`src/rtl/spi_alu_slave_p_if.sv`:
```
// SPI-side bundle of the ALU slave: serial pins from the master plus the
// system-side completion/result reporting seen by the host register block.
interface spi_alu_slave_p_if #(
  parameter int W = 3
);
  logic         sclk;
  logic         cs;
  logic         mosi;
  logic         miso;
  logic         miso_oe;
  logic         done;
  logic         err;
  logic [W:0]   result;

  modport slave (
    input  sclk, cs, mosi,
    output miso, miso_oe, done, err, result
  );

  modport master (
    output sclk, cs, mosi,
    input  miso, miso_oe, done, err, result
  );
endinterface

```
`src/rtl/spi_alu_slave_p.sv`:
```
// System-clocked SPI ALU slave: receives {op, a, b}, computes a (W+1)-bit
// result in one clk and shifts it back on miso inside the same cs window.
module spi_alu_slave_p #(
  parameter int W           = 3,
  parameter int CPOL        = 0,
  parameter int CPHA        = 1,
  parameter int LSB_FIRST   = 1,
  parameter int SYNC_STAGES = 2
) (
  input  logic               clk,
  input  logic               rst_n,
  spi_alu_slave_p_if.slave   bus
);

  localparam int IN_BITS = 3 + 2 * W;
  localparam int CW      = $clog2(IN_BITS + 1);
  localparam logic [CW-1:0] LAST_RX = CW'(IN_BITS - 1);
  localparam logic [CW-1:0] LAST_TX = CW'(W);
  localparam logic SCLK_IDLE = (CPOL != 0);

  typedef enum logic [2:0] {IDLE, RX, CALC, TX, HOLD} state_t;

  function automatic logic [W:0] alu(input logic [2:0] op,
                                     input logic [W-1:0] a,
                                     input logic [W-1:0] b);
    logic [W:0] r;
    case (op)
      3'd0:    r = {1'b0, a} + {1'b0, b};
      3'd1:    r = {1'b0, a} - {1'b0, b};
      3'd2:    r = {1'b0, ~a};
      3'd3:    r = {{W{1'b0}}, |b};
      3'd4:    r = {1'b0, a & b};
      3'd5:    r = {1'b0, a | b};
      3'd6:    r = {1'b0, a ^ b};
      default: r = {{W{1'b0}}, (a > b)};
    endcase
    return r;
  endfunction

  logic [SYNC_STAGES-1:0] sclk_sync_q, sclk_sync_d;
  logic [SYNC_STAGES-1:0] cs_sync_q, cs_sync_d;
  logic [SYNC_STAGES-1:0] mosi_sync_q, mosi_sync_d;
  logic                   sclk_prev_q, sclk_prev_d;
  logic                   cs_prev_q, cs_prev_d;

  state_t                 state_q, state_d;
  logic [CW-1:0]          bitcnt_q, bitcnt_d;
  logic [IN_BITS-1:0]     shreg_q, shreg_d;
  logic [W:0]             sum_q, sum_d;
  logic [W:0]             tx_q, tx_d;
  logic                   miso_q, miso_d;
  logic                   miso_oe_q, miso_oe_d;
  logic                   done_q, done_d;
  logic                   err_q, err_d;
  logic [W:0]             result_q, result_d;

  logic sclk_s, cs_s, mosi_s;
  logic sclk_rise, sclk_fall, cs_rise, cs_fall;
  logic lead_edge, trail_edge, sample_edge, shift_edge;
  logic [2:0]   op_f;
  logic [W-1:0] a_f, b_f;

  assign sclk_s = sclk_sync_q[SYNC_STAGES-1];
  assign cs_s   = cs_sync_q[SYNC_STAGES-1];
  assign mosi_s = mosi_sync_q[SYNC_STAGES-1];

  assign sclk_rise   = sclk_s & ~sclk_prev_q;
  assign sclk_fall   = ~sclk_s & sclk_prev_q;
  assign cs_rise     = cs_s & ~cs_prev_q;
  assign cs_fall     = ~cs_s & cs_prev_q;
  assign lead_edge   = SCLK_IDLE ? sclk_fall : sclk_rise;
  assign trail_edge  = SCLK_IDLE ? sclk_rise : sclk_fall;
  assign sample_edge = (CPHA != 0) ? trail_edge : lead_edge;
  assign shift_edge  = (CPHA != 0) ? lead_edge : trail_edge;

  assign op_f = shreg_q[IN_BITS-1 -: 3];
  assign a_f  = shreg_q[2*W-1 -: W];
  assign b_f  = shreg_q[W-1:0];

  assign bus.miso    = miso_q;
  assign bus.miso_oe = miso_oe_q;
  assign bus.done    = done_q;
  assign bus.err     = err_q;
  assign bus.result  = result_q;

  // Synchroniser chains for the async SPI pins plus one-deep history for edges.
  always_comb begin
    sclk_sync_d = {sclk_sync_q[SYNC_STAGES-2:0], bus.sclk};
    cs_sync_d   = {cs_sync_q[SYNC_STAGES-2:0], bus.cs};
    mosi_sync_d = {mosi_sync_q[SYNC_STAGES-2:0], bus.mosi};
    sclk_prev_d = sclk_s;
    cs_prev_d   = cs_s;
  end

  // Synchroniser registers; reset to idle pin levels so release makes no edge.
  always_ff @(posedge clk or negedge rst_n) begin
    if (!rst_n) begin
      sclk_sync_q <= {SYNC_STAGES{SCLK_IDLE}};
      cs_sync_q   <= {SYNC_STAGES{1'b1}};
      mosi_sync_q <= '0;
      sclk_prev_q <= SCLK_IDLE;
      cs_prev_q   <= 1'b1;
    end else begin
      sclk_sync_q <= sclk_sync_d;
      cs_sync_q   <= cs_sync_d;
      mosi_sync_q <= mosi_sync_d;
      sclk_prev_q <= sclk_prev_d;
      cs_prev_q   <= cs_prev_d;
    end
  end

  // Frame FSM: cs rise overrides everything; otherwise receive, compute, send.
  always_comb begin
    state_d   = state_q;
    bitcnt_d  = bitcnt_q;
    shreg_d   = shreg_q;
    sum_d     = sum_q;
    tx_d      = tx_q;
    miso_d    = miso_q;
    miso_oe_d = miso_oe_q;
    done_d    = 1'b0;
    err_d     = 1'b0;
    result_d  = result_q;
    if (cs_rise) begin
      state_d   = IDLE;
      miso_d    = 1'b0;
      miso_oe_d = 1'b0;
      bitcnt_d  = '0;
      if (state_q == RX || state_q == CALC || state_q == TX) err_d = 1'b1;
    end else begin
      case (state_q)
        IDLE: begin
          if (cs_fall) begin
            state_d   = RX;
            bitcnt_d  = '0;
            shreg_d   = '0;
            miso_d    = 1'b0;
            miso_oe_d = 1'b1;
          end
        end
        RX: begin
          if (sample_edge) begin
            if (LSB_FIRST != 0) shreg_d = {mosi_s, shreg_q[IN_BITS-1:1]};
            else                shreg_d = {shreg_q[IN_BITS-2:0], mosi_s};
            bitcnt_d = bitcnt_q + CW'(1);
            if (bitcnt_q == LAST_RX) state_d = CALC;
          end
        end
        CALC: begin
          sum_d    = alu(op_f, a_f, b_f);
          tx_d     = alu(op_f, a_f, b_f);
          bitcnt_d = '0;
          state_d  = TX;
        end
        TX: begin
          if (shift_edge) begin
            if (LSB_FIRST != 0) begin
              miso_d = tx_q[0];
              tx_d   = tx_q >> 1;
            end else begin
              miso_d = tx_q[W];
              tx_d   = tx_q << 1;
            end
            bitcnt_d = bitcnt_q + CW'(1);
            if (bitcnt_q == LAST_TX) begin
              result_d = sum_q;
              done_d   = 1'b1;
              state_d  = HOLD;
            end
          end
        end
        HOLD: ;
        default: state_d = IDLE;
      endcase
    end
  end

  // Frame state and output registers.
  always_ff @(posedge clk or negedge rst_n) begin
    if (!rst_n) begin
      state_q   <= IDLE;
      bitcnt_q  <= '0;
      shreg_q   <= '0;
      sum_q     <= '0;
      tx_q      <= '0;
      miso_q    <= 1'b0;
      miso_oe_q <= 1'b0;
      done_q    <= 1'b0;
      err_q     <= 1'b0;
      result_q  <= '0;
    end else begin
      state_q   <= state_d;
      bitcnt_q  <= bitcnt_d;
      shreg_q   <= shreg_d;
      sum_q     <= sum_d;
      tx_q      <= tx_d;
      miso_q    <= miso_d;
      miso_oe_q <= miso_oe_d;
      done_q    <= done_d;
      err_q     <= err_d;
      result_q  <= result_d;
    end
  end

endmodule

```
`src/flat_wrapper.sv`:
```
// flat-port wrapper written by rule: the top's interface ports become plain ports
module spi_alu_slave_p_flat 
#(
  parameter int W           = 3,
  parameter int CPOL        = 0,
  parameter int CPHA        = 1,
  parameter int LSB_FIRST   = 1,
  parameter int SYNC_STAGES = 2
)
  (clk, rst_n, bus_sclk, bus_cs, bus_mosi, bus_miso, bus_miso_oe, bus_done, bus_err, bus_result);
  spi_alu_slave_p_if #(.W(W)) bus_i ();
  input  logic clk;
  input  logic rst_n;
  input wire logic [$bits(bus_i.sclk)-1:0] bus_sclk;
  input wire logic [$bits(bus_i.cs)-1:0] bus_cs;
  input wire logic [$bits(bus_i.mosi)-1:0] bus_mosi;
  output wire logic [$bits(bus_i.miso)-1:0] bus_miso;
  output wire logic [$bits(bus_i.miso_oe)-1:0] bus_miso_oe;
  output wire logic [$bits(bus_i.done)-1:0] bus_done;
  output wire logic [$bits(bus_i.err)-1:0] bus_err;
  output wire logic [$bits(bus_i.result)-1:0] bus_result;
  assign bus_i.sclk = bus_sclk;
  assign bus_i.cs = bus_cs;
  assign bus_i.mosi = bus_mosi;
  assign bus_miso = bus_i.miso;
  assign bus_miso_oe = bus_i.miso_oe;
  assign bus_done = bus_i.done;
  assign bus_err = bus_i.err;
  assign bus_result = bus_i.result;
  spi_alu_slave_p #(.W(W), .CPOL(CPOL), .CPHA(CPHA), .LSB_FIRST(LSB_FIRST), .SYNC_STAGES(SYNC_STAGES)) u_core (.clk(clk), .rst_n(rst_n), .bus(bus_i));
endmodule
```
`config.mk`:
```
export PLATFORM = sky130hd
export DESIGN_NAME = spi_alu_slave_p_flat
export DESIGN_NICKNAME = d
export VERILOG_FILES = /design/src/rtl/spi_alu_slave_p_if.sv /design/src/rtl/spi_alu_slave_p.sv /design/src/flat_wrapper.sv
export SDC_FILE = /design/constraint.sdc
export NUM_CORES = 1
export LEC_CHECK = 0
export CORE_MARGIN = 2
export CORE_UTILIZATION = 65
export CTS_BUF_LIST = sky130_fd_sc_hd__clkbuf_8
export CTS_CLUSTER_SIZE = 20
export DETAILED_ROUTE_END_ITERATION = 7
export GPL_ROUTABILITY_DRIVEN = 0
export PLACE_DENSITY = 0.83
export RECOVER_POWER = 25
export SYNTH_ARGS = -nofsm -noshare
export SYNTH_HDL_FRONTEND = slang
export SYNTH_SLANG_ARGS = --single-unit
export TNS_END_PERCENT = 1
```
`constraint.sdc`:
```
create_clock -name clk -period 4.7 [get_ports clk]
set_input_delay 0.47 -clock clk [delete_from_list [all_inputs] [get_ports clk]]
set_output_delay 0.47 -clock clk [all_outputs]
set_load 0.01 [all_outputs]
```
==> out/metrics.yaml, run 1 <==
async_flop_share_pct: 100.0
viasPerCell: 5.928
grtUsageMet1_pct: 30.41
drv_slew: 41
clockRootBuffer: "clkbuf_8"
synth.top_cell.area_share_pct: 42.29
crit_path_top_delay_cell: "dfstp_2"
max-cap-violations: 1
dieArea_mm2: 0.003849
numClockSinks: 40
final_core_util_pct: 73.56
slew_headroom_pct: -36.61
syn_avg_cell_area_um2: 9.819
timing.fmax_ghz: 0.4317
num_rows: 21
violations: "capacitance limit, slew limit"
cp_data_required_time_ps: 4890
crit_cells: 7
dp_hpwl_um: 2992
finalClockSkew_ps: 10.91
ys_warn_count: 0
start_util_pct: 66.67
grt_setup_unrepaired: "false"
met2_usage_pct: 41.67
drc: 0
path_cells: "inv_1, ha_1, nor2_1, nand3_1, o31a_1, or3_1, o211a_1"
crit_family: "simple AND/OR/NAND/NOR gates"
top_usage_layer: "met2"
min_path_type: "register to register"
track_usage_pct: 24.32
critPathKind: "register to register"
seq_area_frac_synth_pct: 45.89
yosys-top-cells-area: "dfrtp_1 42%, ha_1 7.4%, nand2_1 4.6%"
clkTransAtPathRegs_ps: 80
critPathMaxFanout: 13
io-pin-count: 13
ctsHoldBuffers: 0
hold_violations: 0
postCtsSetupBuffers: 0
syn_nets: 244
h-tree-depth: 2
layout_setup_ws_ps: 2384
grt_max_degree: 41
cp-end-kind: "register"
r2r_cells: 7
first_pass_iters: 4
grtUsageMet3_pct: 6.625
fin_nets: 252
post_drt_wl_per_cell_um: 14.82
yosysTopAreaCell: "dfrtp_1"
grt_pass1_wl_um: 6824
synth_area_mm2: 0.002190
p_per_area_mw_per_mm2: 468.7
place_ws_ps: 2401
syn_to_final_growth_pct: 10.34
critical_path_buf_inv_count: 1
period_needed_ps: 2316
p_leak_nw: 1.061
status: "complete, but fails checks"
die_w_um: 62.04
ys.flop_type: "dfrtp_1"
finalSetupViolCount: 0
insertion_delay_ps: 300
start_kind: "register"
antenna_found_initial: 0
synth_cell_types: 50
overflow: 0
cts_buffers: 5
clk_path_buf_depth: 2
cts_resized: 0
syn_inst: 223
post-route-period-util_pct: 49.29
drive_above_1_share_pct: 9.914
cp.arrival_ps: 2500
finalSetupTns_ps: 0
holdWs_ps: 350.8
p_total_w: 0.001132
tightest_slew_ps: 2049
ys_ff_latch: 40
first_global_vias: 1571
io_buffers: 12
drtAntennaViolNets: 0
dr_total_vias: 1648
antenna_cells: 0
die_height_um: 62.04
cts_tree: "built"
wl_um: 4120
crit_path_max_incr_delay_ps: 540
hold_path_depth: 0
final.fill_count: 238
synth_edf_count: 0
vdd_drop_max_v: 0.0003348
drtIter0Drc: 94
core_area_mm2: 0.003284
-- cell usage after synthesis (3+ instances only) --
cell / n
clkbuf_1: 6
dfrtp_1: 37
buf_2: 3
mux2i_1: 4
a21o_1: 3
nand2_1: 27
a31oi_1: 3
o21ai_0: 18
inv_1: 18
nor2_1: 18
nand3_1: 5
nand2b_1: 3
dfstp_2: 3
fa_1: 3
ha_1: 13
mux2_2: 6
nor3_1: 4
a21oi_1: 9
-- state kept, by name, summed over array words and instances (netlist names) --
signal	count
u_core.bitcnt_q	4
u_core.bus.done	1
u_core.bus.err	1
u_core.bus.miso	1
u_core.bus.miso_oe	1
u_core.bus.result	4
u_core.cs_prev_q	1
u_core.cs_sync_q	2
u_core.mosi_sync_q	2
u_core.sclk_prev_q	1
u_core.sclk_sync_q	2
u_core.shreg_q	9
u_core.state_q	3
u_core.sum_q	4
u_core.tx_q	4
-- metal layers --
layer | up-vias | wire (um)
li1 | 781 | -
met1 | 808 | 1751
met2 | 52 | 2109
met3 | 7 | 215
met4 | 0 | 43
met5 | - | 0
-- kinds of logic (layout without fill, tap and decap cells) --
group / count (synthesis) / after routing / share of synthesized area [%]
XOR/XNOR: 1 / 1 / 0.4001
AND/OR/NAND/NOR: 76 / 76 / 17.77
buffers and inverters: 31 / 40 / 6.000
flip-flops: 40 / 40 / 45.89
adder cells (fa/ha/maj): 16 / 16 / 10.17
AO/OA/AOI/OAI: 48 / 48 / 13.83
multiplexers: 11 / 11 / 5.943
-- where the power goes --
| group | internal [W] | total [W] | switching (W) |
|---|---|---|---|
| clock | 0.000157 | 0.000279 | 0.000122 |
| combinational | 0.000152 | 0.000345 | 0.000193 |
| sequential | 0.000411 | 0.000509 | 0.0000977 |
| total | 0.000720 | 0.00113 | 0.000413 |
-- through the flow --
step | std cells | instance area (um^2)
2_1_floorplan | 223 | 2190
3_5_place_dp | 270 | 2306
6_report | 278 | 2416
3_3_place_gp | 270 | 2306
4_1_cts | 278 | 2417
5_1_grt | 278 | 2416
-- worst paths after layout --
check | start | end | slack (ps)
max in group asynchronous | rst_n | u_core.sclk_sync_q[1]$_DFF_PN0_ | 2770
hold reg to reg | u_core.sclk_sync_q[0]$_DFF_PN0_ | u_core.sclk_sync_q[1]$_DFF_PN0_ | 350
min in group asynchronous | rst_n | u_core.sum_q[3]$_DFFE_PN0P_ | 750
hold / removal | u_core.sclk_sync_q[0]$_DFF_PN0_ | u_core.sclk_sync_q[1]$_DFF_PN0_ | 350
setup / recovery | u_core.cs_prev_q$_DFF_PN1_ | u_core.tx_q[2]$_DFFE_PN0P_ | 2380
setup reg to reg | u_core.cs_prev_q$_DFF_PN1_ | u_core.tx_q[2]$_DFFE_PN0P_ | 2380
-- final cells by class --
cell class | instances | area, um^2 | share of cell area (%)
clock buffer | 5 | 68.82 | 2.848
multi-input combinational | 152 | 1054 | 43.60
inverter | 20 | 75.07 | 3.107
tap | 46 | 57.56 | 2.382
timing repair buffer | 12 | 113.9 | 4.713
sequential | 40 | 1005 | 41.58
clock inverter | 3 | 42.54 | 1.761
-- cell usage in the layout (no fill, tap or decap), types with 2 or more instances in the layout --
master / n
a21o_1: 3
a21oi_1: 9
a221oi_1: 2
a22oi_1: 2
a31oi_1: 3
clkbuf_8: 5
clkdlybuf4s50_1: 8
dfrtp_1: 37
dfstp_2: 2
dlygate4sd3_1: 3
fa_1: 3
ha_1: 13
inv_1: 18
inv_2: 2
mux2_2: 6
mux2i_1: 4
nand2_1: 27
nand2b_1: 3
nand3_1: 5
nor2_1: 18
nor2b_1: 2
nor3_1: 4
nor3b_1: 2
o21ai_0: 18
o22ai_1: 2
or3_1: 2
or4_1: 2
Power figures use the tool's default switching activity.
==> run 2, diff against run 1 <==
- CORE_UTILIZATION: 65 -> 61
- PLACE_DENSITY: 0.83 -> 0.78
- clock period: 4.7 -> 2.2 ns (I/O delays scaled with it)
==> run 2 against run 1 <==
Compared with the run above:
- the run still ends with capacitance limit, slew limit left
- clock skew is 4.6 ps lower
- clock power grew 120%
- non-clock buffer count increased by 14
- flip-flop and latch count stayed put
- final cell count grew 5.0%
- power increased by 130%
- final area rose by 5.7%
- via count rose by 4.0%
- critical endpoint is now u_core.sum_q[2]$_DFFE_PN0P_
- highest routed layer unchanged
==> out/metrics.yaml, run 2 (synthesized netlist as in run 1, its figures left out) <==
cp-end-kind: "register"
cp.arrival_ps: 2340
overflow: 0
top_register: "u_core.shreg_q"
final_cell_mix: "37 x dfrtp_1, 27 x nand2_1, 18 x o21ai_0"
grt_max_degree: 41
antenna_found_initial: 0
post_drt_wl_per_cell_um: 14.89
status: "complete, but fails checks"
clk_path_buf_depth: 2
clkTransAtPathRegs_ps: 80
min_path_type: "register to register"
drtAntennaViolNets: 0
crit_family: "adder cells"
p_per_area_mw_per_mm2: 1006
met3_length_um: 246
violations: "capacitance limit, slew limit"
p_total_w: 0.002570
cts_tree: "built"
finalSetupTns_ps: 0
grt_pass1_wl_um: 7362
crit_path_max_incr_delay_ps: 540
swShare_pct: 36.76
start_kind: "register"
numClockSinks: 40
placedCellCount: 282
drv_slew: 41
core_area_mm2: 0.003390
io-pin-count: 13
drtIter0Drc: 139
viasPerCell: 5.870
sequentialPowerShare_pct: 40.3
fin_nets: 266
io_buffers: 12
period_needed_ps: 2157
p_leak_nw: 1.135
track_usage_pct: 23.50
vdd_drop_max_v: 0.0006139
critPathMaxFanout: 3
dp_hpwl_um: 3085
dr_total_vias: 1714
timing.fmax_ghz: 0.4637
h-tree-depth: 2
met2WireLength_um: 2162
p_int_w: 0.001625
syn_to_final_growth_pct: 16.63
p_clk_share_pct: 23.8
hold_violations: 0
layout.cells.non_filler: 292
max-cap-violations: 1
post-route-period-util_pct: 98.03
cts_buffers: 5
grt_setup_unrepaired: "true"
critical_path_buf_inv_count: 2
wirelength_met1_um: 1858
num_rows: 21
largest_reg_flops: 9
switching_power_w: 0.0009446
start_util_pct: 64.60
finalSetupViolCount: 0
finalClockSkew_ps: 6.294
drive_above_1_share_pct: 18.29
insertion_delay_ps: 300
path_cells: "ha_2, inv_1, fa_2, inv_2, fa_1, nor3b_2, a21oi_1, o22ai_1, mux2_4"
clockRootBuffer: "clkbuf_8"
slew_headroom_pct: -38.23
critPathKind: "register to register"
antenna_cells: 0
r2r_slack_ps: 40
final_common_cell: "dfrtp_1"
tightest_slew_ps: 2073
combPwrFrac_pct: 35.9
cp_data_required_time_ps: 2390
drc: 0
wl_um: 4347
crit_path_top_delay_cell: "fa_1"
die_height_um: 63.91
top_layer_used: "met4"
dieArea_mm2: 0.004084
first_global_vias: 1662
die_w_um: 63.91
first_pass_iters: 5
## run 2: final cells by class
cell class | count | area [um^2]
Clock buffer | 5 | 68.82
Clock inverter | 3 | 46.29
Fill cell | 214 | 835.8
Inverter | 20 | 75.07
Multi-Input combinational cell | 152 | 1082
Sequential cell | 40 | 1005
Tap cell | 46 | 57.56
Timing Repair Buffer | 26 | 219.0
## run 2: repair_timing
item | 4_1_cts | 5_1_grt
pin swaps | 1 | 3
buffers inserted | 0 | 2
hold buffers | 0 | 0
setup endpoints to repair | 1 | 6
resized for setup | 0 | 10
## run 2: worst paths after layout
kind | cells after the start | startpoint | end
setup / recovery | 9 | u_core.shreg_q[0]$_DFFE_PN0P_ | u_core.sum_q[2]$_DFFE_PN0P_
hold / removal | 0 | u_core.mosi_sync_q[0]$_DFF_PN0_ | u_core.mosi_sync_q[1]$_DFF_PN0_
setup reg to reg | 9 | u_core.shreg_q[0]$_DFFE_PN0P_ | u_core.sum_q[2]$_DFFE_PN0P_
hold reg to reg | 0 | u_core.mosi_sync_q[0]$_DFF_PN0_ | u_core.mosi_sync_q[1]$_DFF_PN0_
max in group asynchronous | 1 | rst_n | u_core.shreg_q[1]$_DFFE_PN0P_
min in group asynchronous | 1 | rst_n | u_core.bus.result[3]$_DFFE_PN0P_
## run 2: metal layers
| layer | global-route usage (%) | vias up |
|---|---|---|
| met2 | 38.41 | 63 |
| met5 | 0 | - |
| met1 | 29.47 | 833 |
| met3 | 5.634 | 9 |
| met4 | 10.87 | 0 |
| li1 | - | 809 |
## run 2: power groups by stage
stage / Combinational (W) / Sequential [W] / Clock [W]
final: 0.000923 / 0.00104 / 0.000611
after global routing: 0.00102 / 0.00106 / 0.000664
after CTS: 0.000886 / 0.00103 / 0.000629
after detailed placement: 0.000880 / 0.00104 / 0
after global placement: 0.000835 / 0.00103 / 0
after floorplan: 0.000698 / 0.000966 / 0
## run 2: through the flow
step / utilization (%) / area, um^2 / hold slack, ps / setup WS, ps
floorplan: - / 2190 / -75.59 / 114.5
global placement: 70.69 / 2396 / 336.7 / 93.03
detailed placement: 70.69 / 2396 / 341.8 / 20.19
CTS: 74.09 / 2511 / 46.86 / 15.71
global route: 75.34 / 2554 / 366.2 / -54.51
finish: 75.34 / 2554 / 360.9 / 43.41
==> run 3, diff against run 2 <==
- CORE_UTILIZATION: 61 -> 59
- CTS_BUF_LIST: sky130_fd_sc_hd__clkbuf_8 -> unset
- PLACE_DENSITY: 0.78 -> 0.76
==> run 3 against run 2 <==
Compared with the run above:
- the flow still finishes with violations (capacitance limit, slew limit)
- critical endpoint unchanged
- utilization fell by 6.2 points
- clock skew fell by 1.6 ps
- highest routed layer unchanged
- worst setup slack improved by 28 ps
==> out/metrics.yaml, run 3 (synthesized netlist as in run 1, its figures left out) <==
status: "complete, but fails checks"
violations: "capacitance limit, slew limit"
viasPerCell: 5.721
min_path_type: "register to register"
grt_pass1_wl_um: 7286
hold_violations: 0
p_per_area_mw_per_mm2: 962.3
holdWs_ps: 357.5
crit_cells: 9
drv_slew: 41
io-pin-count: 13
r2r_slack_ps: 70
crit_start: "u_core.shreg_q[0]$_DFFE_PN0P_"
ctsHoldBuffers: 0
top_register: "u_core.shreg_q"
die_height_um: 64.92
critPathMaxFanout: 5
finalSetupViolCount: 0
max-cap-violations: 1
cp-end-kind: "register"
cp.arrival_ps: 2310
reg2reg_from: "u_core.shreg_q[0]$_DFFE_PN0P_"
finalClockSkew_ps: 4.672
placedCellCount: 282
start_util_pct: 60.72
timing.fmax_ghz: 0.4699
die_w_um: 64.92
r2r-end: "u_core.sum_q[2]$_DFFE_PN0P_"
num_rows: 22
grt_setup_unrepaired: "true"
period_needed_ps: 2128
p_leak_nw: 1.105
syn_to_final_growth_pct: 13.94
cts_tree: "built"
grt_max_degree: 41
clk_path_buf_depth: 2
dr_total_vias: 1659
fin_nets: 262
core_area_mm2: 0.003606
drive_above_1_share_pct: 15.70
place_area_mm2: 0.002384
r2r_cells: 9
final_common_cell: "dfrtp_1"
antenna_cells: 0
critPathKind: "register to register"
overflow: 0
largest_reg_flops: 9
critical_path_buf_inv_count: 2
numClockSinks: 40
crit_path_top_delay_cell: "fa_1"
first_pass_iters: 4
final_cell_mix: "37 x dfrtp_1, 27 x nand2_1, 18 x o21ai_0"
post-route-period-util_pct: 96.74
wl_um: 4220
io_buffers: 12
crit_end: "u_core.sum_q[2]$_DFFE_PN0P_"
post_drt_wl_per_cell_um: 14.55
finalSetupTns_ps: 0
first_global_vias: 1638
start_kind: "register"
layout.cells.non_filler: 290
drtAntennaViolNets: 0
drc: 0
h-tree-depth: 2
insertion_delay_ps: 290
drtIter0Drc: 136
crit_family: "adder cells"
cp_data_required_time_ps: 2380
vdd_drop_max_v: 0.0006230
tightest_slew_ps: 2090
slew_headroom_pct: -39.31
cts_buffers: 5
hold_path_depth: 0
cp_common_cell: "inv_1"
path_cells: "ha_2, inv_1, fa_2, inv_1, fa_1, nor3b_2, a21oi_1, o22ai_2, mux2_4"
dp_hpwl_um: 3045
antenna_found_initial: 0
clockRootBuffer: "clkbuf_8"
track_usage_pct: 22.68
crit_path_max_incr_delay_ps: 490
clkTransAtPathRegs_ps: 80
dieArea_mm2: 0.004215
finalInstanceArea_mm2: 0.002495
[run 3: how the worst min path moves through the flow]
stage	from	end	slack, ps
final	u_core.mosi_sync_q[0]$_DFF_PN0_	u_core.mosi_sync_q[1]$_DFF_PN0_	360
after global routing	u_core.mosi_sync_q[0]$_DFF_PN0_	u_core.mosi_sync_q[1]$_DFF_PN0_	370
after CTS	rst_n	u_core.sum_q[0]$_DFFE_PN0P_	70
after detailed placement	u_core.mosi_sync_q[0]$_DFF_PN0_	u_core.mosi_sync_q[1]$_DFF_PN0_	340
after global placement	u_core.mosi_sync_q[0]$_DFF_PN0_	u_core.mosi_sync_q[1]$_DFF_PN0_	340
after floorplan	rst_n	u_core.bitcnt_q[0]$_DFFE_PN0P_	-80
[run 3: cell type report]
type                       count  area (um^2)
inverter                      20        75.07
clock buffer                   6        72.57
timing repair buffer          22        188.9
tap                           48        60.06
clock inverter                 2        12.51
fill                         287         1111
sequential                    40         1005
multi-input combinational    152         1081
[run 3: metal layers]
layer | up-vias | share of wire (%) | GRT usage (%)
li1 | 798 | - | -
met1 | 822 | 43 | 28.57
met2 | 33 | 53 | 38.02
met3 | 6 | 3.1 | 5.035
met4 | 0 | 1.4 | 8.777
met5 | - | 0 | 0
[run 3: repair_timing]
item	in CTS	in global routing
buffers inserted	0	0
pin swaps	1	2
resized for setup	1	8
setup endpoints to repair	1	6
[run 3: report_power, final]
part	total [W]	internal, W	switching (W)
registers	0.00104	0.000879	0.000159
clock network	0.000467	0.000221	0.000246
logic	0.000895	0.000389	0.000506
[run 3: metrics by stage]
step	utilization (%)	setup slack, ps	power (W)
floorplan	-	114.5	0.001664
global placement	66.10	65.99	0.001852
detailed placement	66.10	-2.679	0.001899
CTS	68.60	17.13	0.002383
global route	69.19	-9.147	0.002570
finish	69.19	71.77	0.002401
